File: config.mk
export PLATFORM = sky130hd
export DESIGN_NAME = mem_stage
export DESIGN_NICKNAME = d
export VERILOG_FILES = /design/src/rtl/mem_stage_pkg.sv /design/src/rtl/mem_stage_mem_wb_reg.sv /design/src/rtl/mem_stage.sv
export SDC_FILE = /design/constraint.sdc
export NUM_CORES = 1
export LEC_CHECK = 0
export ABC_CLOCK_PERIOD_IN_PS = 1900
export CORE_UTILIZATION = 55
export CTS_CLUSTER_SIZE = 30
export DETAILED_ROUTE_END_ITERATION = 6
export DONT_BUFFER_PORTS = 1
export PLACE_DENSITY = 0.7
export SLEW_MARGIN = 20
export SYNTH_ARGS = -nofsm -noshare
export SYNTH_HDL_FRONTEND = slang
export SYNTH_SLANG_ARGS = --single-unit
File: constraint.sdc
create_clock -name clk_i -period 1.9 [get_ports clk_i]
set_input_delay 0.57 -clock clk_i [delete_from_list [all_inputs] [get_ports clk_i]]
set_output_delay 0.57 -clock clk_i [all_outputs]
set_load 0.1 [all_outputs]
File: src/rtl/mem_stage_pkg.sv
// -----------------------------------------------------------------------------
// mem_stage_pkg
// Shared types and defaults for the MEM pipeline stage.
//   state_e    : MEM stage FSM states (IDLE, BUSY, DONE)
//   DATA_W_DEF : default data/address width
//   RD_W_DEF   : default destination register index width
//   TIMEOUT_DEF: default BUSY cycle limit before forced completion
//   cnt_width(): width of the BUSY cycle counter for a given timeout
// -----------------------------------------------------------------------------
package mem_stage_pkg;

   localparam int DATA_W_DEF  = 32;
   localparam int RD_W_DEF    = 5;
   localparam int TIMEOUT_DEF = 16;

   typedef enum logic [1:0] {
      IDLE = 2'd0,
      BUSY = 2'd1,
      DONE = 2'd2
   } state_e;

   function automatic int cnt_width(input int timeout);
      return $clog2(timeout + 1);
   endfunction

endpackage

File: src/rtl/mem_stage_mem_wb_reg.sv
// -----------------------------------------------------------------------------
// mem_wb_reg
// MEM/WB pipeline register.
//   clk_i, rst_i      : clock (rising edge), asynchronous active-low reset
//   load_i            : capture new contents at the next edge (else hold)
//   bubble_i          : when loading, capture an all-zero bubble instead
//   memtoreg_i/_o     : writeback selects load data
//   regwrite_i/_o     : register file write enable
//   result_i/_o       : ALU result
//   rdata_i/_o        : load data
//   rd_i/_o           : destination register index
// -----------------------------------------------------------------------------
module mem_wb_reg #(
   parameter int DATA_W = 32,
   parameter int RD_W   = 5
) (
   input  logic              clk_i,
   input  logic              rst_i,
   input  logic              load_i,
   input  logic              bubble_i,
   input  logic              memtoreg_i,
   input  logic              regwrite_i,
   input  logic [DATA_W-1:0] result_i,
   input  logic [DATA_W-1:0] rdata_i,
   input  logic [RD_W-1:0]   rd_i,
   output logic              memtoreg_o,
   output logic              regwrite_o,
   output logic [DATA_W-1:0] result_o,
   output logic [DATA_W-1:0] rdata_o,
   output logic [RD_W-1:0]   rd_o
);

   logic              memtoreg_q, memtoreg_d;
   logic              regwrite_q, regwrite_d;
   logic [DATA_W-1:0] result_q,   result_d;
   logic [DATA_W-1:0] rdata_q,    rdata_d;
   logic [RD_W-1:0]   rd_q,       rd_d;

   always_comb begin
      memtoreg_d = memtoreg_q;
      regwrite_d = regwrite_q;
      result_d   = result_q;
      rdata_d    = rdata_q;
      rd_d       = rd_q;
      if (load_i) begin
         if (bubble_i) begin
            memtoreg_d = 1'b0;
            regwrite_d = 1'b0;
            result_d   = '0;
            rdata_d    = '0;
            rd_d       = '0;
         end else begin
            memtoreg_d = memtoreg_i;
            regwrite_d = regwrite_i;
            result_d   = result_i;
            rdata_d    = rdata_i;
            rd_d       = rd_i;
         end
      end
   end

   always_ff @(posedge clk_i or negedge rst_i) begin
      if (!rst_i) begin
         memtoreg_q <= 1'b0;
         regwrite_q <= 1'b0;
         result_q   <= '0;
         rdata_q    <= '0;
         rd_q       <= '0;
      end else begin
         memtoreg_q <= memtoreg_d;
         regwrite_q <= regwrite_d;
         result_q   <= result_d;
         rdata_q    <= rdata_d;
         rd_q       <= rd_d;
      end
   end

   assign memtoreg_o = memtoreg_q;
   assign regwrite_o = regwrite_q;
   assign result_o   = result_q;
   assign rdata_o    = rdata_q;
   assign rd_o       = rd_q;

endmodule

File: src/rtl/mem_stage.sv
// -----------------------------------------------------------------------------
// mem_stage
// MEM stage of the 5-stage pipeline. Takes the EX/MEM register outputs,
// performs loads/stores on a multi-cycle data memory over a req/ack
// handshake (stalling upstream while the access is in flight) and drives
// the WB stage through the MEM/WB register. Non-memory instructions pass
// through with one cycle of latency.
//
// Ports
//   clk_i, rst_i        : clock (rising edge), asynchronous active-low reset
//   memtoreg_i          : instruction is a load
//   regwrite_i          : instruction writes the register file
//   memwrite_i          : instruction is a store
//   result_i            : ALU result / byte address
//   data_i              : store data
//   RD_i                : destination register
//   stall_o             : freeze PC, IF/ID, ID/EX, EX/MEM this cycle
//   mem_req_o/_we_o     : registered memory request / write enable
//   mem_addr_o/_wdata_o : address and write data, stable while requesting
//   mem_ack_i           : memory done, mem_rdata_i valid in the same cycle
//   mem_rdata_i         : memory read data
//   memtoreg_o .. RD_o  : MEM/WB register outputs
//   bus_err_o           : sticky, a request timed out
//   misalign_o          : one-cycle pulse when a misaligned access is dropped
//
// Build option
//   MEM_MISALIGN_CHK_EN : when defined, word accesses with result_i[1:0]!=0
//                         issue no request and retire with the register
//                         write suppressed; when undefined the address is
//                         passed through unchecked and misalign_o is 0.
// -----------------------------------------------------------------------------
module mem_stage
   import mem_stage_pkg::*;
#(
   parameter int DATA_W  = DATA_W_DEF,
   parameter int RD_W    = RD_W_DEF,
   parameter int TIMEOUT = TIMEOUT_DEF
) (
   input  logic              clk_i,
   input  logic              rst_i,
   input  logic              memtoreg_i,
   input  logic              regwrite_i,
   input  logic              memwrite_i,
   input  logic [DATA_W-1:0] result_i,
   input  logic [DATA_W-1:0] data_i,
   input  logic [RD_W-1:0]   RD_i,
   output logic              stall_o,
   output logic              mem_req_o,
   output logic              mem_we_o,
   output logic [DATA_W-1:0] mem_addr_o,
   output logic [DATA_W-1:0] mem_wdata_o,
   input  logic              mem_ack_i,
   input  logic [DATA_W-1:0] mem_rdata_i,
   output logic              memtoreg_o,
   output logic              regwrite_o,
   output logic [DATA_W-1:0] result_o,
   output logic [DATA_W-1:0] rdata_o,
   output logic [RD_W-1:0]   RD_o,
   output logic              bus_err_o,
   output logic              misalign_o
);

   localparam int CNT_W = cnt_width(TIMEOUT);
   localparam logic [CNT_W-1:0] CNT_LAST = CNT_W'(TIMEOUT - 1);

   state_e            state_q, state_d;
   logic [CNT_W-1:0]  cnt_q,   cnt_d;
   logic              req_q,   req_d;
   logic              we_q,    we_d;
   logic [DATA_W-1:0] addr_q,  addr_d;
   logic [DATA_W-1:0] wdata_q, wdata_d;
   logic [DATA_W-1:0] rdata_q, rdata_d;
   logic              bus_err_q, bus_err_d;
   logic              mis_q,   mis_d;

   logic              access;
   logic              misaligned;
   logic              stall_raw;
   logic              wb_load;
   logic              wb_bubble;
   logic              wb_regwrite;
   logic [DATA_W-1:0] wb_rdata;

   assign access = memtoreg_i | memwrite_i;

`ifdef MEM_MISALIGN_CHK_EN
   assign misaligned = access & (result_i[1:0] != 2'b00);
   assign misalign_o = mis_q;
`else
   assign misaligned = 1'b0;
   assign misalign_o = 1'b0;
`endif

   always_comb begin
      state_d     = state_q;
      cnt_d       = cnt_q;
      req_d       = req_q;
      we_d        = we_q;
      addr_d      = addr_q;
      wdata_d     = wdata_q;
      rdata_d     = rdata_q;
      bus_err_d   = bus_err_q;
      mis_d       = 1'b0;
      stall_raw   = 1'b0;
      wb_load     = 1'b1;
      wb_bubble   = 1'b0;
      wb_regwrite = regwrite_i;
      wb_rdata    = '0;

      unique case (state_q)
         IDLE: begin
            if (access) begin
               // Hold EX/MEM and send a bubble to WB while the access runs.
               stall_raw = 1'b1;
               wb_bubble = 1'b1;
               addr_d    = result_i;
               wdata_d   = data_i;
               we_d      = memwrite_i;
               cnt_d     = '0;
               rdata_d   = '0;
               if (misaligned) begin
                  mis_d   = 1'b1;
                  state_d = DONE;
               end else begin
                  req_d   = 1'b1;
                  state_d = BUSY;
               end
            end
         end
         BUSY: begin
            // MEM/WB keeps the bubble loaded on entry.
            stall_raw = 1'b1;
            wb_load   = 1'b0;
            if (mem_ack_i) begin
               req_d   = 1'b0;
               cnt_d   = '0;
               rdata_d = we_q ? '0 : mem_rdata_i;
               state_d = DONE;
            end else if (cnt_q == CNT_LAST) begin
               req_d     = 1'b0;
               cnt_d     = '0;
               bus_err_d = 1'b1;
               rdata_d   = '0;
               state_d   = DONE;
            end else begin
               cnt_d = cnt_q + CNT_W'(1);
            end
         end
         DONE: begin
            // EX/MEM still presents the stalled instruction; retire it now.
            wb_rdata    = rdata_q;
            wb_regwrite = regwrite_i & ~mis_q;
            state_d     = IDLE;
         end
         default: begin
            state_d = IDLE;
         end
      endcase
   end

   always_ff @(posedge clk_i or negedge rst_i) begin
      if (!rst_i) begin
         state_q   <= IDLE;
         cnt_q     <= '0;
         req_q     <= 1'b0;
         we_q      <= 1'b0;
         addr_q    <= '0;
         wdata_q   <= '0;
         rdata_q   <= '0;
         bus_err_q <= 1'b0;
         mis_q     <= 1'b0;
      end else begin
         state_q   <= state_d;
         cnt_q     <= cnt_d;
         req_q     <= req_d;
         we_q      <= we_d;
         addr_q    <= addr_d;
         wdata_q   <= wdata_d;
         rdata_q   <= rdata_d;
         bus_err_q <= bus_err_d;
         mis_q     <= mis_d;
      end
   end

   // Upstream registers are also in reset, so never hold them frozen then.
   assign stall_o     = stall_raw & rst_i;
   assign mem_req_o   = req_q;
   assign mem_we_o    = we_q;
   assign mem_addr_o  = addr_q;
   assign mem_wdata_o = wdata_q;
   assign bus_err_o   = bus_err_q;

   mem_wb_reg #(
      .DATA_W (DATA_W),
      .RD_W   (RD_W)
   ) u_mem_wb_reg (
      .clk_i      (clk_i),
      .rst_i      (rst_i),
      .load_i     (wb_load),
      .bubble_i   (wb_bubble),
      .memtoreg_i (memtoreg_i),
      .regwrite_i (wb_regwrite),
      .result_i   (result_i),
      .rdata_i    (wb_rdata),
      .rd_i       (RD_i),
      .memtoreg_o (memtoreg_o),
      .regwrite_o (regwrite_o),
      .result_o   (result_o),
      .rdata_o    (rdata_o),
      .rd_o       (RD_o)
   );

endmodule

After elaboration in Yosys (flattened, before gate mapping)
Cells that the tools add are included.
W data, S select, Z words.
{ "totals": {"reg_bits": 177, "in_bits": 107, "out_inout_bits": 140, "elab_cells": 55} }
{ "op_classes": {"add_sub_neg": 1, "n_eq_ne": 5, "muxes": 26, "n_bitwise": 3, "n_reduce_logical": 7} }
{ "ops": {"columns": ["op", "n"], "rows": [
  ["$mux W32", 7],
  ["$pmux W32 S2", 1],
  ["$mux W5", 4],
  ["$pmux W5 S2", 1],
  ["$mux W1", 7],
  ["$mux W2", 3],
  ["$reduce_and A2 Y1", 3],
  ["$reduce_and A3 Y1", 2],
  ["$add A5 B1 Y5 const B", 1],
  ["$eq A5 B4 Y1 const B", 1],
  ["$pmux W1 S2", 2],
  ["$pmux W2 S2", 1],
  ["$ne A3 B3 Y1 const B", 1],
  ["$eq A2 B1 Y1 const B", 1],
  ["$eq A2 B2 Y1 const B", 1],
  ["$logic_not A2 Y1", 1],
  ["$ne A2 B2 Y1 const B", 1],
  ["$reduce_bool A2 Y1", 1],
  ["$and A1 B1 Y1", 1],
  ["$not A1 Y1", 1],
  ["$or A1 B1 Y1", 1]
]} }

Depth between registers and ports, before layout
Gate-level depths: netlist (run 1).
{ "depth": {"depth_word": 4, "depth_mapped": 5, "depth_no_buf": 4} }

By module
Synthesis (run 1) repeated with hierarchy kept, for this count alone.
{ "hier_totals": {"hier_cells": 594, "area_unflattened_um2": 7404.6} }
{ "by_module_without_submodules": {"columns": ["module", "n_inst", "cells_each", "area_per_inst_um2", "seq_area_each_um2"], "rows": [
  ["mem_stage", 1, 288, 4321.6, 2652.5],
  ["mem_wb_reg", 1, 306, 3083.0, 1776.7]
]} }

Worst setup path after synthesis (run 1)
No wires, ideal clock.
{ "synth_path": {"kind": "input to output", "from": "input memwrite_i", "to": "output stall_o", "t_arrival_ns": 1.487, "required_ns": 1.330, "slack_ns": -0.157, "cell_stages": 2, "path_buffers": 0, "cell_sequence": "or3_1 > and3_1"} }
{ "synth_between": {"elab_chain_cells": 4} }
{ "synth_rtl": {"columns": ["element", "line_no", "rtl"], "rows": [
  ["start: declaration", "mem_stage.sv:43", "input logic memwrite_i,"],
  ["$or A1 B1 Y1", "mem_stage.sv:84", "assign access = memtoreg_i | memwrite_i;"],
  ["$mux W1", "mem_stage.sv:112", "if (access) begin"],
  ["$pmux W1 S2", "mem_stage.sv:110", "unique case (state_q)"],
  ["$and A1 B1 Y1", "mem_stage.sv:186", "assign stall_o = stall_raw & rst_i;"],
  ["end: declaration", "mem_stage.sv:47", "output logic stall_o,"]
]} }
Every way passes these cells.

Final worst setup path (run 1)
{ "layout_path": {"from": "register state_q[0]", "to": "output stall_o"} }
{ "layout_between": {"elab_chain_cells": 3, "word_cells_on_any_way": 4, "classes_between": "eq/ne: 1; mux: 1; bitwise: 1; reduce/logical: 1"} }
{ "layout_rtl": {"columns": ["element", "line_no", "rtl"], "rows": [
  ["start: declaration", "mem_stage.sv:66", "state_e state_q, state_d;"],
  ["start signal: assignment", "mem_stage.sv:173", "state_q <= state_d;"],
  ["$eq A2 B1 Y1 or $logic_not A2 Y1 (tied branches)", "mem_stage.sv:110", null],
  ["$pmux W1 S2 (*)", "mem_stage.sv:110", null],
  ["$and A1 B1 Y1 (*)", "mem_stage.sv:186", null]
]} }
Mark *: on every way between the ends. The rest lies on a longest branch, timed or not.

==> run_results.csv, run 1 <==
group,metric,value,unit
run_status,status,"finished with violations",
run_status,violations,"DRC, hold timing, setup timing",
logic_synthesis,synth.ff_latch_count,177,
floorplan,design.die.area,12400,um^2
logic_synthesis,ys_dominant_reg_cell,"dfrtp_1",
placed_design,placement.io_buffers,0,
worst_setup_path,critical_path.startpoint_type,"flip-flop",
route,routedWlPerCell,19.0,um
logic_synthesis,synthesis.nets,599,
floorplan,start_util,0.570,
cells_and_area,area_taken_by_flip_flops_and_latches,4480,um^2
floorplan,core.rowCount,39,
worst_setup_path,timing.critical_path.to_type,"primary output",
placed_design,post-place-cells,713,
clock_tree,cts_setup_buffers,0,
logic_synthesis,yosys_warnings,0,
timing,maxClockFrequency,502,MHz
logic_synthesis,postSynthCellCount,491,
global_routing,grt_max_degree,179,
floorplan,dieHeight,112,um
worst_setup_path,reg2reg_depth,4,
route,dr.first_iter.drc_count,302,
timing,final_max_slew_viol_count,0,
global_routing,grt_use_total,0.242,
logic_synthesis,postSynth.asyncResetShare,1.00,
clock_tree,clockRootBuffer,"clkbuf_16",
worst_setup_path,worstPathRequired,1330,ps
clock_tree,cts_tree,"yes",
timing,timing.final.ws_setup,-90.9,ps
timing,finClkSkew,11.4,ps
cells_and_area,post_route_cells_drive_above_1_share,0.425,
cells_and_area,layoutNonFillerInstCount,745,
clock_tree,tritoncts.num_buffers,17,
cells_and_area,multi_input_comb_area,2040,um^2
clock_tree,worstSkewPairLatency,420,ps
timing,hold-worst-slack,-153,ps
timing,setup_viol,1,
worst_setup_path,rr_startpoint,"state_q[1]",
route,number_of_antenna_violating_nets_in_the_routed_design,0,
floorplan,i_o_pin_count,247,
timing,finalWorstPathRequiredPeriod,1990,ps
logic_synthesis,synth_largest_area_cell,"dfrtp_1",
logic_synthesis,yosysUniqueCellTypes,31,
route,via_count,4240,
cells_and_area,area_delta_synth_final,24.2,%
cells_and_area,antenna_cells,0,
logic_synthesis,synth-edff-count,0,
timing,final_clock_period_utilization_by_the_worst_path,1.05,
logic_synthesis,synth.top_cell.area_share,0.672,
route,route.detailed.drc,13,
floorplan,fp.dieW,112,um
logic_synthesis,post_synth_main_area_contributors,"dfrtp_1 67%, mux2_2 11%, a22o_1 8.8%",
logic_synthesis,yosysSeqAreaShare,0.672,
worst_setup_path,crit_arrival,1420,ps
cells_and_area,design.final.nets,697,
min_path,worstHoldPathType,"in2async",
global_routing,first_global_vias,4467,
cells_and_area,fillerInstances,792,
route,firstDrtPassIters,6,
worst_setup_path,cp_max_fo,2,
logic_synthesis,post_synth_instance_area,6600,um^2
global_routing,grt_antenna_before_repair,0,
job,max_cap_viol_count,0,
timing,final_hold_viol_count,177,
clock_tree,cts.htree.levels,4,
worst_setup_path,timing_worst_setup_path_type,"reg2out",
clock_tree,max-clock-path-buffers,2,
clock_tree,cts_sinks,177,
floorplan,core_area,11600,um^2
clock_tree,clk_transition_reported_paths,60,ps
logic_synthesis,syn_avg_cell_area,13.4,um^2
route,routed_wirelength,14.2,mm
placed_design,gp_routability_congestion,0.757,
timing,unrepaired_setup_endpoints_after_global_routing,"yes",
global_routing,grt_pass1_wl,23.2,mm
route,avgViaCountPerCell,5.69,
placed_design,place.detailed.hpwl,9.54,mm
worst_setup_path,reg2reg_setup_slack,210,ps
worst_setup_path,timing.rr.end,"rdata_q[10]",
global_routing,overflow,0,
-- cell usage after synthesis (all sizes together) (2+ instances only) --
| library cell | n |
|---|---|
| a21o | 2 |
| a22o | 66 |
| buf | 15 |
| clkbuf | 18 |
| dfrtp | 177 |
| mux2 | 65 |
| nand2 | 78 |
| nand2b | 4 |
| nor2 | 4 |
| nor3 | 2 |
| o211ai | 2 |
| o21a | 2 |
| o21ai | 41 |
| or3 | 2 |
-- through the flow --
stage / util / TNS (ps) / setup WS [ps] / instance area, um^2 / hold WS (ps)
2_1_floorplan: - / 0 / 73.4 / 6600 / 274
3_3_place_gp: 0.652 / 0 / 81.9 / 7540 / 278
3_5_place_dp: 0.652 / 0 / 61.9 / 7540 / 278
4_1_cts: 0.708 / -124 / -124 / 8190 / -179
5_1_grt: 0.708 / -134 / -134 / 8190 / -182
6_report: 0.708 / -90.9 / -90.9 / 8190 / -153
-- per-layer routing --
| metal | wire length, um | track usage | vias to the layer above | share of wire |
|---|---|---|---|---|
| li1 | - | - | 1935 | - |
| met1 | 5540 | 0.293 | 2100 | 0.39 |
| met2 | 7070 | 0.389 | 181 | 0.50 |
| met3 | 1280 | 0.0953 | 24 | 0.090 |
| met4 | 289 | 0.0982 | 0 | 0.020 |
| met5 | 0 | 0 | - | 0 |
-- worst max-delay path by stage --
| stage | start | endpoint | slack [ps] | cells past startpoint |
|---|---|---|---|---|
| 6_report | state_q[0] | stall_o | -90 | 2 |
| 5_1_grt | state_q[0] | stall_o | -130 | 2 |
| 4_1_cts | state_q[0] | stall_o | -120 | 2 |
| 3_5_place_dp | memwrite_i | stall_o | 60 | 2 |
| 3_3_place_gp | memwrite_i | stall_o | 80 | 2 |
| 2_1_floorplan | memwrite_i | stall_o | 70 | 2 |
-- cell usage in the layout, fill, tap and decap left out, drive strengths merged, types with 2 or more instances in the layout --
cell and count:
a22o 66, o211ai 2, o21ai 41, clkinv 4, nand2b 4, nor2 4
clkbuf 24, bufinv 2, buf 112, a21o 2, dfrtp 177, o21a 2
nor3 2, nand2 78, or3 2, clkinvlp 2, mux2 65
-- logic make-up after synthesis --
group / Yosys count / share of synthesized area
DFF: 177 / 0.672
AOI/OAI and AO/OA: 116 / 0.130
and+or+nand+nor: 97 / 0.0622
muxes: 65 / 0.111
buffers and inverters: 34 / 0.0231
adders and majority gates: 1 / 0.00190
other: 1 / 0.000569
-- critical path: stages, from the launching register on --
cell and delay, ps:
dfrtp_1 380, or3_4 340, and3_4 290
-- final cells by class --
type                            instances  area share
Clock buffer                           24      0.0600
Inverter                                1    0.000458
Timing Repair Buffer                  112       0.109
Clock inverter                          8      0.0125
Sequential cell                       177       0.547
Tap cell                              143      0.0218
Multi-Input combinational cell        280       0.250
-- flip-flops by register name, summed over array words and instances, names as in the netlist --
register	flops
mem_we_o	1
mem_addr_o	32
u_mem_wb_reg.rd_o	5
cnt_q	5
u_mem_wb_reg.regwrite_o	1
state_q	2
u_mem_wb_reg.result_o	32
mem_req_o	1
u_mem_wb_reg.memtoreg_o	1
u_mem_wb_reg.rdata_o	32
rdata_q	32
mem_wdata_o	32
bus_err_o	1
-- what timing repair did --
action | CTS | global route
resized for setup | 42 | 0
endpoints found under the hold margin | 177 | 177
pin swaps | 2 | 0
setup endpoints to repair | 40 | 1
Power of run 1 is not shown: default switching activity piles up to over one toggle a cycle in this logic, so the estimate is an artifact.
==> run 2, diff against run 1 <==
--- a/config.mk
+++ b/config.mk
@@ -10,6 +10,7 @@
 export CTS_CLUSTER_SIZE = 30
 export DETAILED_ROUTE_END_ITERATION = 6
 export DONT_BUFFER_PORTS = 1
+export HOLD_SLACK_MARGIN = 0.08
 export PLACE_DENSITY = 0.7
 export SLEW_MARGIN = 20
 export SYNTH_ARGS = -nofsm -noshare
==> results of run 2 <==
No change in the layout: final DEF, timing and power equal those of run 1.
Power of run 2 is left out for the same reason.
==> run 3, diff against run 2 <==
--- a/config.mk
+++ b/config.mk
@@ -15,4 +15,5 @@
 export SLEW_MARGIN = 20
 export SYNTH_ARGS = -nofsm -noshare
 export SYNTH_HDL_FRONTEND = slang
+export SYNTH_HIERARCHICAL = 1
 export SYNTH_SLANG_ARGS = --single-unit
==> run_results.csv, run 3 <==
group,metric,value,unit
run_status,status,"finished with violations",
run_status,violations,"hold timing, setup timing",
timing,slew_at_the_pin_with_the_worst_max_slew_slack,543,ps
logic_synthesis,yosys_warnings,6,
logic_synthesis,yosysUniqueCellTypes,37,
logic_synthesis,simple_gate_area_share_of_the_yosys_netlist,0.115,
worst_setup_path,cp_max_fo,3,
worst_setup_path,timing.critical_path.to_type,"primary output",
clock_tree,cts_tree,"yes",
timing,setup_viol,1,
logic_synthesis,postSynth.asyncResetShare,1.00,
logic_synthesis,syn_avg_cell_area,12.5,um^2
timing,final_clock_period_utilization_by_the_worst_path,1.03,
clock_tree,clk_transition_reported_paths,60,ps
timing,finClkSkew,5.86,ps
logic_synthesis,synth_top_cells_by_count,"177 x dfrtp_1, 74 x inv_1, 71 x nand3b_1, 60 x o21ai_0, 48 x mux2_2",
timing,hold-worst-slack,-154,ps
timing,unrepaired_setup_endpoints_after_global_routing,"yes",
cells_and_area,post-route-util,0.681,
job,max_cap_viol_count,0,
timing,maxClockFrequency,511,MHz
floorplan,dieHeight,118,um
cells_and_area,area_delta_synth_final,21.2,%
global_routing,grt_max_degree,179,
worst_setup_path,worst_path_max_delay_cell,"dfrtp_2",
worst_setup_path,critical_path.max_stage_delay,380,ps
route,firstDrtPassIters,4,
route,via_count,4726,
cells_and_area,antenna_cells,0,
placed_design,gp_routability_congestion,0.800,
timing,finalSetupTns,-56.3,ps
timing,timing.final.ws_setup,-56.3,ps
worst_setup_path,worstPathRequired,1330,ps
logic_synthesis,synth.top_cell.area_share,0.598,
logic_synthesis,synth.ff_latch_count,177,
route,route.detailed.drc,0,
timing,finalWorstPathRequiredPeriod,1960,ps
clock_tree,cts_sinks,177,
floorplan,core_area,13200,um^2
floorplan,start_util,0.561,
clock_tree,cts.htree.levels,4,
timing,final_max_slew_viol_count,0,
route,routedWlPerCell,18.3,um
logic_synthesis,ys_dominant_reg_cell,"dfrtp_1",
floorplan,fp.dieW,118,um
logic_synthesis,yosysMostFrequentCell,"dfrtp_1",
cells_and_area,mostFrequentLayoutCells,"134 x dfrtp_1, 106 x buf_4, 73 x inv_1",
logic_synthesis,synthesized_area_fraction_occupied_by_ao_oa_aoi_and_oai_cells,0.0983,
logic_synthesis,post_synth_main_area_contributors,"dfrtp_1 60%, mux2_2 7.3%, nand3b_1 7.2%",
route,number_of_antenna_violating_nets_in_the_routed_design,0,
logic_synthesis,synth_largest_area_cell,"dfrtp_1",
logic_synthesis,muxShareOfSynthArea,0.109,
logic_synthesis,synth_top_family_by_area,"simple AND/OR/NAND/NOR gates",
global_routing,grt_pass1_wl,25.6,mm
worst_setup_path,crit_arrival,1390,ps
clock_tree,tritoncts.num_buffers,17,
global_routing,first_global_vias,4897,
route,routed_wirelength,16.0,mm
placed_design,place.detailed.hpwl,10.5,mm
clock_tree,worstSkewPairLatency,420,ps
timing,max_slew_margin,0.638,
logic_synthesis,synthesis.nets,702,
worst_setup_path,critical_path.startpoint_type,"flip-flop",
route,avgViaCountPerCell,5.41,
global_routing,grt_use_total,0.238,
cells_and_area,design.final.nets,793,
timing,final_hold_viol_count,177,
clock_tree,max-clock-path-buffers,2,
worst_setup_path,timing_worst_setup_path_type,"reg2out",
placed_design,placement.io_buffers,0,
logic_synthesis,post_synth_instance_area,7400,um^2
placed_design,placement.setup.worst_slack,110,ps
logic_synthesis,synth-xor-area-share,0.00118,
floorplan,i_o_pin_count,247,
logic_synthesis,postSynthCellCount,594,
logic_synthesis,area_share_of_fa_ha_maj_cells_after_synthesis,0.00169,
cells_and_area,mostFrequentLayoutCell,"dfrtp_1",
floorplan,core.rowCount,42,
worst_setup_path,crit_chain,"nor3_4, or2_4, nor2_4, buf_12",
logic_synthesis,yosysSeqAreaShare,0.598,
logic_synthesis,synth-edff-count,0,
cells_and_area,post_route_cells_drive_above_1_share,0.373,
route,dr.first_iter.drc_count,315,
clock_tree,clockRootBuffer,"clkbuf_16",
global_routing,overflow,0,
global_routing,grt_antenna_before_repair,0,
min_path,worstHoldPathType,"in2async",
floorplan,design.die.area,13900,um^2
==> run 3: cells by family after synthesis <==
family,after synthesis
xor gates and xnor gates,1
and+or+nand+nor,120
DFF,177
other,1
AOI/OAI and AO/OA,114
adders and majority gates,1
buffers and inverters,114
muxes,66
==> run 3: timing repair <==
action                     in CTS  in global routing
pin swaps                       3                  2
hold endpoints to repair      177                177
setup buffers                   3                  1
resized for setup              43                  0
setup endpoints to repair      42                  1
==> run 3: worst paths after layout <==
| kind | startpoint | endpoint | slack [ps] | cells after the start |
|---|---|---|---|---|
| min reg2reg | rdata_q[19] | rdata_q[19] | 490 | 1 |
| min in group clk_i | mem_rdata_i[26] | rdata_q[26] | 290 | 1 |
| max reg2reg | state_q[0] | u_mem_wb_reg/result_o[9] | 120 | 8 |
| max | state_q[0] | stall_o | -60 | 4 |
| max in group asynchronous | rst_i | mem_wdata_o[14] | 1780 | 0 |
| min | rst_i | u_mem_wb_reg/result_o[25] | -150 | 0 |
==> run 3: layer usage <==
metal	vias up	wire (um)	global-route usage
met5	-	0	0
met4	0	399	0.100
met3	31	1260	0.0732
met2	212	7940	0.396
met1	2300	6360	0.286
li1	2183	-	-
==> run 3: final cells by class <==
cell class	instances	area, um^2
fill	944	4210
timing repair buffer	112	916
tap	176	220
clock inverter	9	155
sequential	177	4480
clock buffer	22	474
multi-input combinational	303	2450
inverter	74	278
==> run 3: per-stage QoR <==
stage               hold slack [ps]  instances  area [um^2]
finish                         -154        873         8980
CTS                            -173        872         8970
global route                   -177        873         8980
global placement                278        838         8260
detailed placement              278        838         8260
floorplan                       274        594         7430
==> run 3: worst max-delay path, delay by kind of cell (launching register included) <==
family                 cells  cell delay [ps]
buffers and inverters      1              180
DFF                        1              380
and+or+nand+nor            3              400
Power of run 3 is left out for the same reason.
